===== src/rtl/ps2_tx_interface.sv =====
// Host-to-device PS/2 command transmitter with CPU-bus command/status access.
// Optional device-clock watchdog: define PS2_TX_TIMEOUT_EN.
module ps2_tx_interface #(
  parameter int unsigned INHIBIT_CYCLES = 1500,
  parameter int unsigned TIMEOUT_CYCLES = 200000
) (
  input  logic        clock,
  input  logic        n_reset,
  input  logic        read,
  input  logic        write,
  input  logic        command_cs,
  input  logic        status_cs,
  input  logic [31:0] data_in,
  output logic [31:0] data_out,
  output logic        data_out_valid,
  input  logic        ps2_clock_in,
  input  logic        ps2_data_in,
  output logic        ps2_clock_oe,
  output logic        ps2_data_oe,
  output logic        rx_inhibit
);

  localparam int unsigned INH_W = 11;
  localparam int unsigned IDX_W = 3;

  typedef enum logic [2:0] {
    IDLE         = 3'd0,
    INHIBIT      = 3'd1,
    START        = 3'd2,
    DATA         = 3'd3,
    PARITY       = 3'd4,
    STOP         = 3'd5,
    ACK          = 3'd6,
    WAIT_RELEASE = 3'd7
  } state_t;

  state_t             state_q, state_d;
  logic [1:0]         clk_sync_q, clk_sync_d;
  logic [1:0]         data_sync_q, data_sync_d;
  logic               clk_prev_q, clk_prev_d;
  logic [INH_W-1:0]   inh_cnt_q, inh_cnt_d;
  logic [IDX_W-1:0]   bit_idx_q, bit_idx_d;
  logic [7:0]         shift_q, shift_d;
  logic               parity_q, parity_d;
  logic               busy_q, busy_d;
  logic               error_q, error_d;
  logic               overrun_q, overrun_d;
  logic               clock_oe_q, clock_oe_d;
  logic               data_oe_q, data_oe_d;

  logic clk_s, data_s, fall;
  logic cmd_wr, ovr_set, status_rd, err_set;
  logic unused_ok;

  assign unused_ok = ^{data_in[31:8], TIMEOUT_CYCLES == 32'd0};

  // Two-flop synchronisers and the previous synced clock sample for fall detection
  always_comb begin
    clk_sync_d  = {clk_sync_q[0], ps2_clock_in};
    data_sync_d = {data_sync_q[0], ps2_data_in};
    clk_prev_d  = clk_sync_q[1];
  end

  assign clk_s  = clk_sync_q[1];
  assign data_s = data_sync_q[1];
  assign fall   = clk_prev_q & ~clk_s;

  assign cmd_wr    = write && command_cs && !busy_q;
  assign ovr_set   = write && command_cs && busy_q;
  assign status_rd = read && status_cs;

`ifdef PS2_TX_TIMEOUT_EN
  localparam int unsigned WDOG_W = 18;

  logic [WDOG_W-1:0] wdog_q, wdog_d;
  logic              wdog_active, timeout;

  always_comb begin
    wdog_active = (state_q == START) || (state_q == DATA) || (state_q == PARITY) ||
                  (state_q == STOP) || (state_q == ACK);
    timeout     = wdog_active && (wdog_q == WDOG_W'(TIMEOUT_CYCLES - 1));
  end

  // Restarts on every device clock fall and on any state change; saturates
  always_comb begin
    wdog_d = wdog_q;
    if (!wdog_active || fall || (state_d != state_q)) begin
      wdog_d = '0;
    end else if (wdog_q != '1) begin
      wdog_d = wdog_q + 1'b1;
    end
  end

  always_ff @(posedge clock or negedge n_reset) begin
    if (!n_reset) wdog_q <= '0;
    else          wdog_q <= wdog_d;
  end
`endif

  // Frame sequencer; line changes land one cycle after a detected fall
  always_comb begin
    state_d    = state_q;
    inh_cnt_d  = '0;
    bit_idx_d  = bit_idx_q;
    shift_d    = shift_q;
    parity_d   = parity_q;
    busy_d     = busy_q;
    clock_oe_d = clock_oe_q;
    data_oe_d  = data_oe_q;
    err_set    = 1'b0;
    case (state_q)
      IDLE: begin
        clock_oe_d = 1'b0;
        data_oe_d  = 1'b0;
        if (cmd_wr) begin
          shift_d    = data_in[7:0];
          parity_d   = ~^data_in[7:0];
          busy_d     = 1'b1;
          clock_oe_d = 1'b1;
          state_d    = INHIBIT;
        end
      end
      INHIBIT: begin
        clock_oe_d = 1'b1;
        if (inh_cnt_q == INH_W'(INHIBIT_CYCLES - 1)) begin
          data_oe_d = 1'b1;
          state_d   = START;
        end else begin
          inh_cnt_d = inh_cnt_q + 1'b1;
        end
      end
      START: begin
        clock_oe_d = 1'b0;
        data_oe_d  = 1'b1;
        bit_idx_d  = '0;
        state_d    = DATA;
      end
      DATA: begin
        if (fall) begin
          data_oe_d = ~shift_q[0];
          shift_d   = {1'b0, shift_q[7:1]};
          if (bit_idx_q == IDX_W'(7)) state_d = PARITY;
          else                        bit_idx_d = bit_idx_q + 1'b1;
        end
      end
      PARITY: begin
        if (fall) begin
          data_oe_d = ~parity_q;
          state_d   = STOP;
        end
      end
      STOP: begin
        if (fall) begin
          data_oe_d = 1'b0;
          state_d   = ACK;
        end
      end
      ACK: begin
        if (fall) begin
          err_set = data_s;
          state_d = WAIT_RELEASE;
        end
      end
      WAIT_RELEASE: begin
        if (clk_s && data_s) begin
          busy_d  = 1'b0;
          state_d = IDLE;
        end
      end
      default: begin
        clock_oe_d = 1'b0;
        data_oe_d  = 1'b0;
        busy_d     = 1'b0;
        state_d    = IDLE;
      end
    endcase
`ifdef PS2_TX_TIMEOUT_EN
    if (timeout) begin
      clock_oe_d = 1'b0;
      data_oe_d  = 1'b0;
      busy_d     = 1'b0;
      err_set    = 1'b1;
      state_d    = IDLE;
    end
`endif
  end

  // Sticky status; a set in the same cycle as a clearing read wins
  always_comb begin
    error_d   = err_set | (error_q & ~status_rd);
    overrun_d = ovr_set | (overrun_q & ~status_rd);
  end

  always_ff @(posedge clock or negedge n_reset) begin
    if (!n_reset) begin
      state_q     <= IDLE;
      clk_sync_q  <= 2'b11;
      data_sync_q <= 2'b11;
      clk_prev_q  <= 1'b1;
      inh_cnt_q   <= '0;
      bit_idx_q   <= '0;
      shift_q     <= '0;
      parity_q    <= 1'b0;
      busy_q      <= 1'b0;
      error_q     <= 1'b0;
      overrun_q   <= 1'b0;
      clock_oe_q  <= 1'b0;
      data_oe_q   <= 1'b0;
    end else begin
      state_q     <= state_d;
      clk_sync_q  <= clk_sync_d;
      data_sync_q <= data_sync_d;
      clk_prev_q  <= clk_prev_d;
      inh_cnt_q   <= inh_cnt_d;
      bit_idx_q   <= bit_idx_d;
      shift_q     <= shift_d;
      parity_q    <= parity_d;
      busy_q      <= busy_d;
      error_q     <= error_d;
      overrun_q   <= overrun_d;
      clock_oe_q  <= clock_oe_d;
      data_oe_q   <= data_oe_d;
    end
  end

  assign data_out       = {29'b0, overrun_q, error_q, busy_q};
  assign data_out_valid = status_rd;
  assign ps2_clock_oe   = clock_oe_q;
  assign ps2_data_oe    = data_oe_q;
  assign rx_inhibit     = busy_q;

endmodule


===== config.mk =====
export PLATFORM = sky130hd
export DESIGN_NAME = ps2_tx_interface
export DESIGN_NICKNAME = d
export VERILOG_FILES = /design/src/rtl/ps2_tx_interface.sv
export SDC_FILE = /design/constraint.sdc
export NUM_CORES = 1
export LEC_CHECK = 0
export ABC_AREA = 1
export BUFFER_PORTS_ARGS = -buffer_cell sky130_fd_sc_hd__buf_2
export CORE_MARGIN = 1.5
export CORE_UTILIZATION = 50
export CTS_BUF_LIST = sky130_fd_sc_hd__clkbuf_8
export DETAILED_ROUTE_END_ITERATION = 10
export GPL_TIMING_DRIVEN = 0
export MAX_ROUTING_LAYER = met4
export PLACE_DENSITY = 0.8
export SYNTH_ARGS = -nofsm -noshare
export SYNTH_HDL_FRONTEND = slang
export SYNTH_SLANG_ARGS = --single-unit

===== constraint.sdc =====
create_clock -name clock -period 1.77 [get_ports clock]
set_input_delay 0.177 -clock clock [delete_from_list [all_inputs] [get_ports clock]]
set_output_delay 0.177 -clock clock [all_outputs]
set_load 0.01 [all_outputs]

Word level (Yosys, flattened, before mapping)
Index checks and enable logic that the tools add are counted.
- input port bits: 40
- output and inout port bits: 36
- word-level logic and storage cells: 90
- register bits: 36
- muxes and demuxes: 29
- equal/unequal tests: 18
- add/subtract/negate cells: 2
- reductions and logical operators: 19
- bitwise logic cells: 9
- operator list (operator ; number):
    $mux W3 ; 10
    $pmux W3 S8 ; 1
    $mux W11 ; 2
    $ne A2 B2 Y1 const B ; 9
    $mux W8 ; 2
    $pmux W8 S2 ; 1
    $eq A3 B3 Y1 const B ; 5
    $add A11 B1 Y11 const B ; 1
    $eq A11 B11 Y1 const B ; 1
    $mux W1 ; 9
    $reduce_and A3 Y1 ; 3
    $reduce_and A8 Y1 ; 1
    $reduce_xnor A8 Y1 ; 1
    $eq A3 B2 Y1 const B ; 2
    $pmux W1 S6 ; 1
    $pmux W3 S2 ; 1
    $reduce_bool A2 Y1 ; 3
    $reduce_bool A6 Y1 ; 1
    $logic_and A1 B1 Y1 ; 5
    $reduce_and A5 Y1 ; 1
    $not A1 Y1 ; 4
    $add A3 B1 Y3 const B ; 1
    $and A1 B1 Y1 ; 3
    $eq A3 B1 Y1 const B ; 1
    7 further kinds ; 8

Logic depth before layout (Yosys ltp)
- depth in word-level cells: 5
- mapped depth: 10
- mapped depth without buffers: 10

Least setup slack after synthesis
No wires, ideal clock.
- kind: reg2reg
- start point: reg bit_idx_q[0]
- end point: reg bit_idx_q[1]
- cell stages (with the launch flop): 8
- library setup time: 0.083 ns
- slack: 0.447 ns
- arrival: 1.240 ns
- path through: dfrtp_1 -> ha_1 -> ha_1 -> inv_1 -> nand2_1 -> a21oi_1 -> nand3_1 -> o21ai_0
- cells in the longest elaborated chain, start to end: 4
- elaborated cells between the ends (all ways): 7
- classes of those cells: add/sub (1); eq/ne (2); mux (3); reduce/logical (1)
- ends and longest elaborated chain (what ; RTL line ; source):
    start, declared ; 42 ; logic [IDX_W-1:0] bit_idx_q, bit_idx_d;
    start signal, assigned ; 215 ; bit_idx_q <= bit_idx_d;
    $add A3 B1 Y3 ; 143 ; else bit_idx_d = bit_idx_q + 1'b1;
    $mux W3 ; 142 ; if (bit_idx_q == IDX_W'(7)) state_d = PARITY;
    $mux W3 ; 139 ; if (fall) begin
    $pmux W3 S2 ; 111 ; case (state_q)
Parallel ways exist; a longest one is shown, timed or not. The select of a mux whose other input is x is not followed.
A chain may end at the register's enable or synchronous reset.

Final worst setup path
- start point: reg bit_idx_q[0]
- end point: reg bit_idx_q[0]
The elaborated chain is that of the path after synthesis.

==> out/metrics.cfg <==
[yosys]
synthCells=258
synth_area_per_cell_um2=8.61
yosysMostFrequentCell=nand2_1
synth_edf_count=0
synth_top_area_share_pct=34.9
ys_ff_latch=36
synth_common_cells=nand2_1, buf_4, dfrtp_1
async_flop_share_pct=100
ys_warn_count=0
yosysSeqAreaShare_pct=40.8
dominantRegCellSynth=dfrtp_1
synth_cell_types=33
ys_top_cells_by_area=dfrtp_1, buf_4, nand2_1, dfstp_2, inv_1
syn_area_mm2=0.00222
yosysTopAreaCell=dfrtp_1

[placed_design]
dp_cells=360
numPortBuffers=22
place.gp.congestion=0.914
detailed_place.area_mm2=0.00250
hpwl_um=2800

[global_route]
grt_max_degree=37
grt_usage_pct=17.1
grt_pass1_vias=1601
antenna_found_initial=0
grt_overflow=0
grt_pass1_wl_um=6690

[timing]
worst_clock_skew_ps=4.96
clock.fmax_ghz=0.661
fin_crit_ps=1510
rsz0062_at_grt=false
finalHoldViolations=31
holdWs_ps=-30.7
setup_tns_ps=0
setup_viol=0
maxSlewViolCount=0
finalCritPeriodShare_pct=85.5
worst_pin_slew_ps=795
slew_headroom_pct=47.0

[power_and_ir_drop]
p_leak_nw=1.33
p_per_area_mw_per_mm2=651
ir_worst_vdd_mv=0.509

[route]
drt_iter0_markers=83
finalWirelength_um=3670
wl_per_cell_um=9.91
vias=1666
drc=0
drt-pass1-iter-count=4
viasPerCell=4.50
drtAntennaViolNets=0

[clock_tree]
htreeDepth=2
cts_root_buffer=clkbuf_8
cts_made_buffers=5
cts_buffer_depth=2
cts_sinks=36
cts_tree=built
clk_latency_ps=280
post_cts_buffers=0
clk_pin_slew_ps=70

[floorplanning]
coreArea_mm2=0.00432
rows=24
start_util_pct=51.4
die_height_um=69.6
io_pins=76
die-area_mm2=0.00485
die_x_um=69.6

[worst_setup_path]
crit_chain=ha_1 -> ha_1 -> inv_1 -> nand2_1 -> a21oi_1 -> nand3_1 -> o21ai_0
path_buf_inv=1
crit_family=compound AO/OA/AOI/OAI gates
crit_path_max_fanout=6
worstPathArrival_ps=1710
worstSetupPathType=flip-flop to flip-flop
startpoint_type=flip-flop
crit_top_cell=ha_1
crit_required_ps=1970
max_stage_delay_ps=390
slowest_stage=dfrtp_1
crit_path_end_kind=flip-flop

[final_layout]
final_core_util_pct=60.9
post-route-cell-area_mm2=0.00263
antenna_cells=0
register_area_um2=907
syn_to_final_growth_pct=18.5
multi_input_area_um2=972
drive_gt1_share_pct=31.4
fin_cells=370
fillCellCount=370
nets=360

[run_status]
violations=negative hold slack
status=complete, but fails checks

[hold_path]
hp-class=input pin to async pin

[flow_run]
cap_violations=0

-- state kept, by name (all words and copies together), names as in the netlist --
| signal | cells |
|---|---|
| inh_cnt_q | 11 |
| shift_q | 8 |
| bit_idx_q | 3 |
| state_q | 3 |
| clk_sync_q | 2 |
| data_sync_q | 2 |
| clk_prev_q | 1 |
| error_q | 1 |
| overrun_q | 1 |
| parity_q | 1 |
| ps2_clock_oe | 1 |
| ps2_data_oe | 1 |
| rx_inhibit | 1 |
-- worst paths after layout --
check	from	to	slack (ps)	cells after the start
worst max-delay path	bit_idx_q[0]	bit_idx_q[0]	260	7
worst max register to register	bit_idx_q[0]	bit_idx_q[0]	260	7
worst min register to register	clk_sync_q[0]	clk_sync_q[1]	360	0
max in group asynchronous	n_reset	ps2_data_oe	1290	1
worst min-delay path	n_reset	shift_q[7]	-30	1
min in group clock	data_in[7]	shift_q[7]	160	3
-- logic make-up after synthesis --
family,share of synthesized area [%]
and+or+nand+nor,24.0
buffers and inverters,20.1
DFF,40.8
AOI/OAI and AO/OA,9.63
xor gates and xnor gates,3.55
adders and majority gates,1.69
other,0.169
-- what timing repair did --
item | CTS | global route
hold endpoints to repair | 2 | 0
gates resized for setup | 0 | 0
hold buffers | 2 | 0
setup endpoints to repair | 0 | 0
-- per-stage QoR --
stage / hold slack, ps / total power [mW] / worst slack, ps
global placement: 284 / 1.02 / 341
floorplan: -119 / 0.970 / 447
global route: 35.1 / 1.80 / 58.9
CTS: 0.847 / 1.73 / 258
finish: -30.7 / 1.71 / 257
detailed placement: 283 / 1.02 / 279
-- cells in the final DEF (no fill, tap or decap), types with 2 or more instances in the layout --
cell	count
nor3_2	3
xnor2_1	5
buf_4	32
a21oi_1	5
buf_2	22
ha_1	3
nand2_4	2
inv_2	2
inv_1	30
buf_6	6
nand2_2	4
xor2_1	4
nor2_1	15
o211ai_2	2
o211ai_1	5
clkbuf_8	5
nor2_2	5
nand3_1	11
nor3_4	3
dfrtp_1	31
a32o_1	2
dfstp_2	5
dlygate4sd3_1	2
nor2_4	2
o21ai_2	2
o21ai_0	12
nand4_1	4
nand2_1	53
conb_1	29
o21ai_1	3
-- per-layer routing --
metal	GRT usage, %	vias to the layer above	wire [um]
met4	4.49	0	38
met1	21.7	743	1720
met5	-	-	0
met3	2.76	4	187
met2	28.6	47	1720
li1	-	872	-
-- power breakdown --
| group | internal, mW | total (mW) | switching (mW) |
|---|---|---|---|
| Sequential | 0.835 | 0.839 | 0.00392 |
| Clock | 0.417 | 0.704 | 0.288 |
| Combinational | 0.0802 | 0.170 | 0.0895 |
-- layout make-up --
type / count / area share, %
Multi-Input combinational cell: 178 / 36.9
Sequential cell: 36 / 34.5
Buffer: 39 / 12.3
Timing Repair Buffer: 24 / 4.94
Inverter: 33 / 4.71
Clock buffer: 5 / 2.61
Tap cell: 52 / 2.47
Clock inverter: 3 / 1.62
Note: power is estimated with default switching activity, not from simulation.
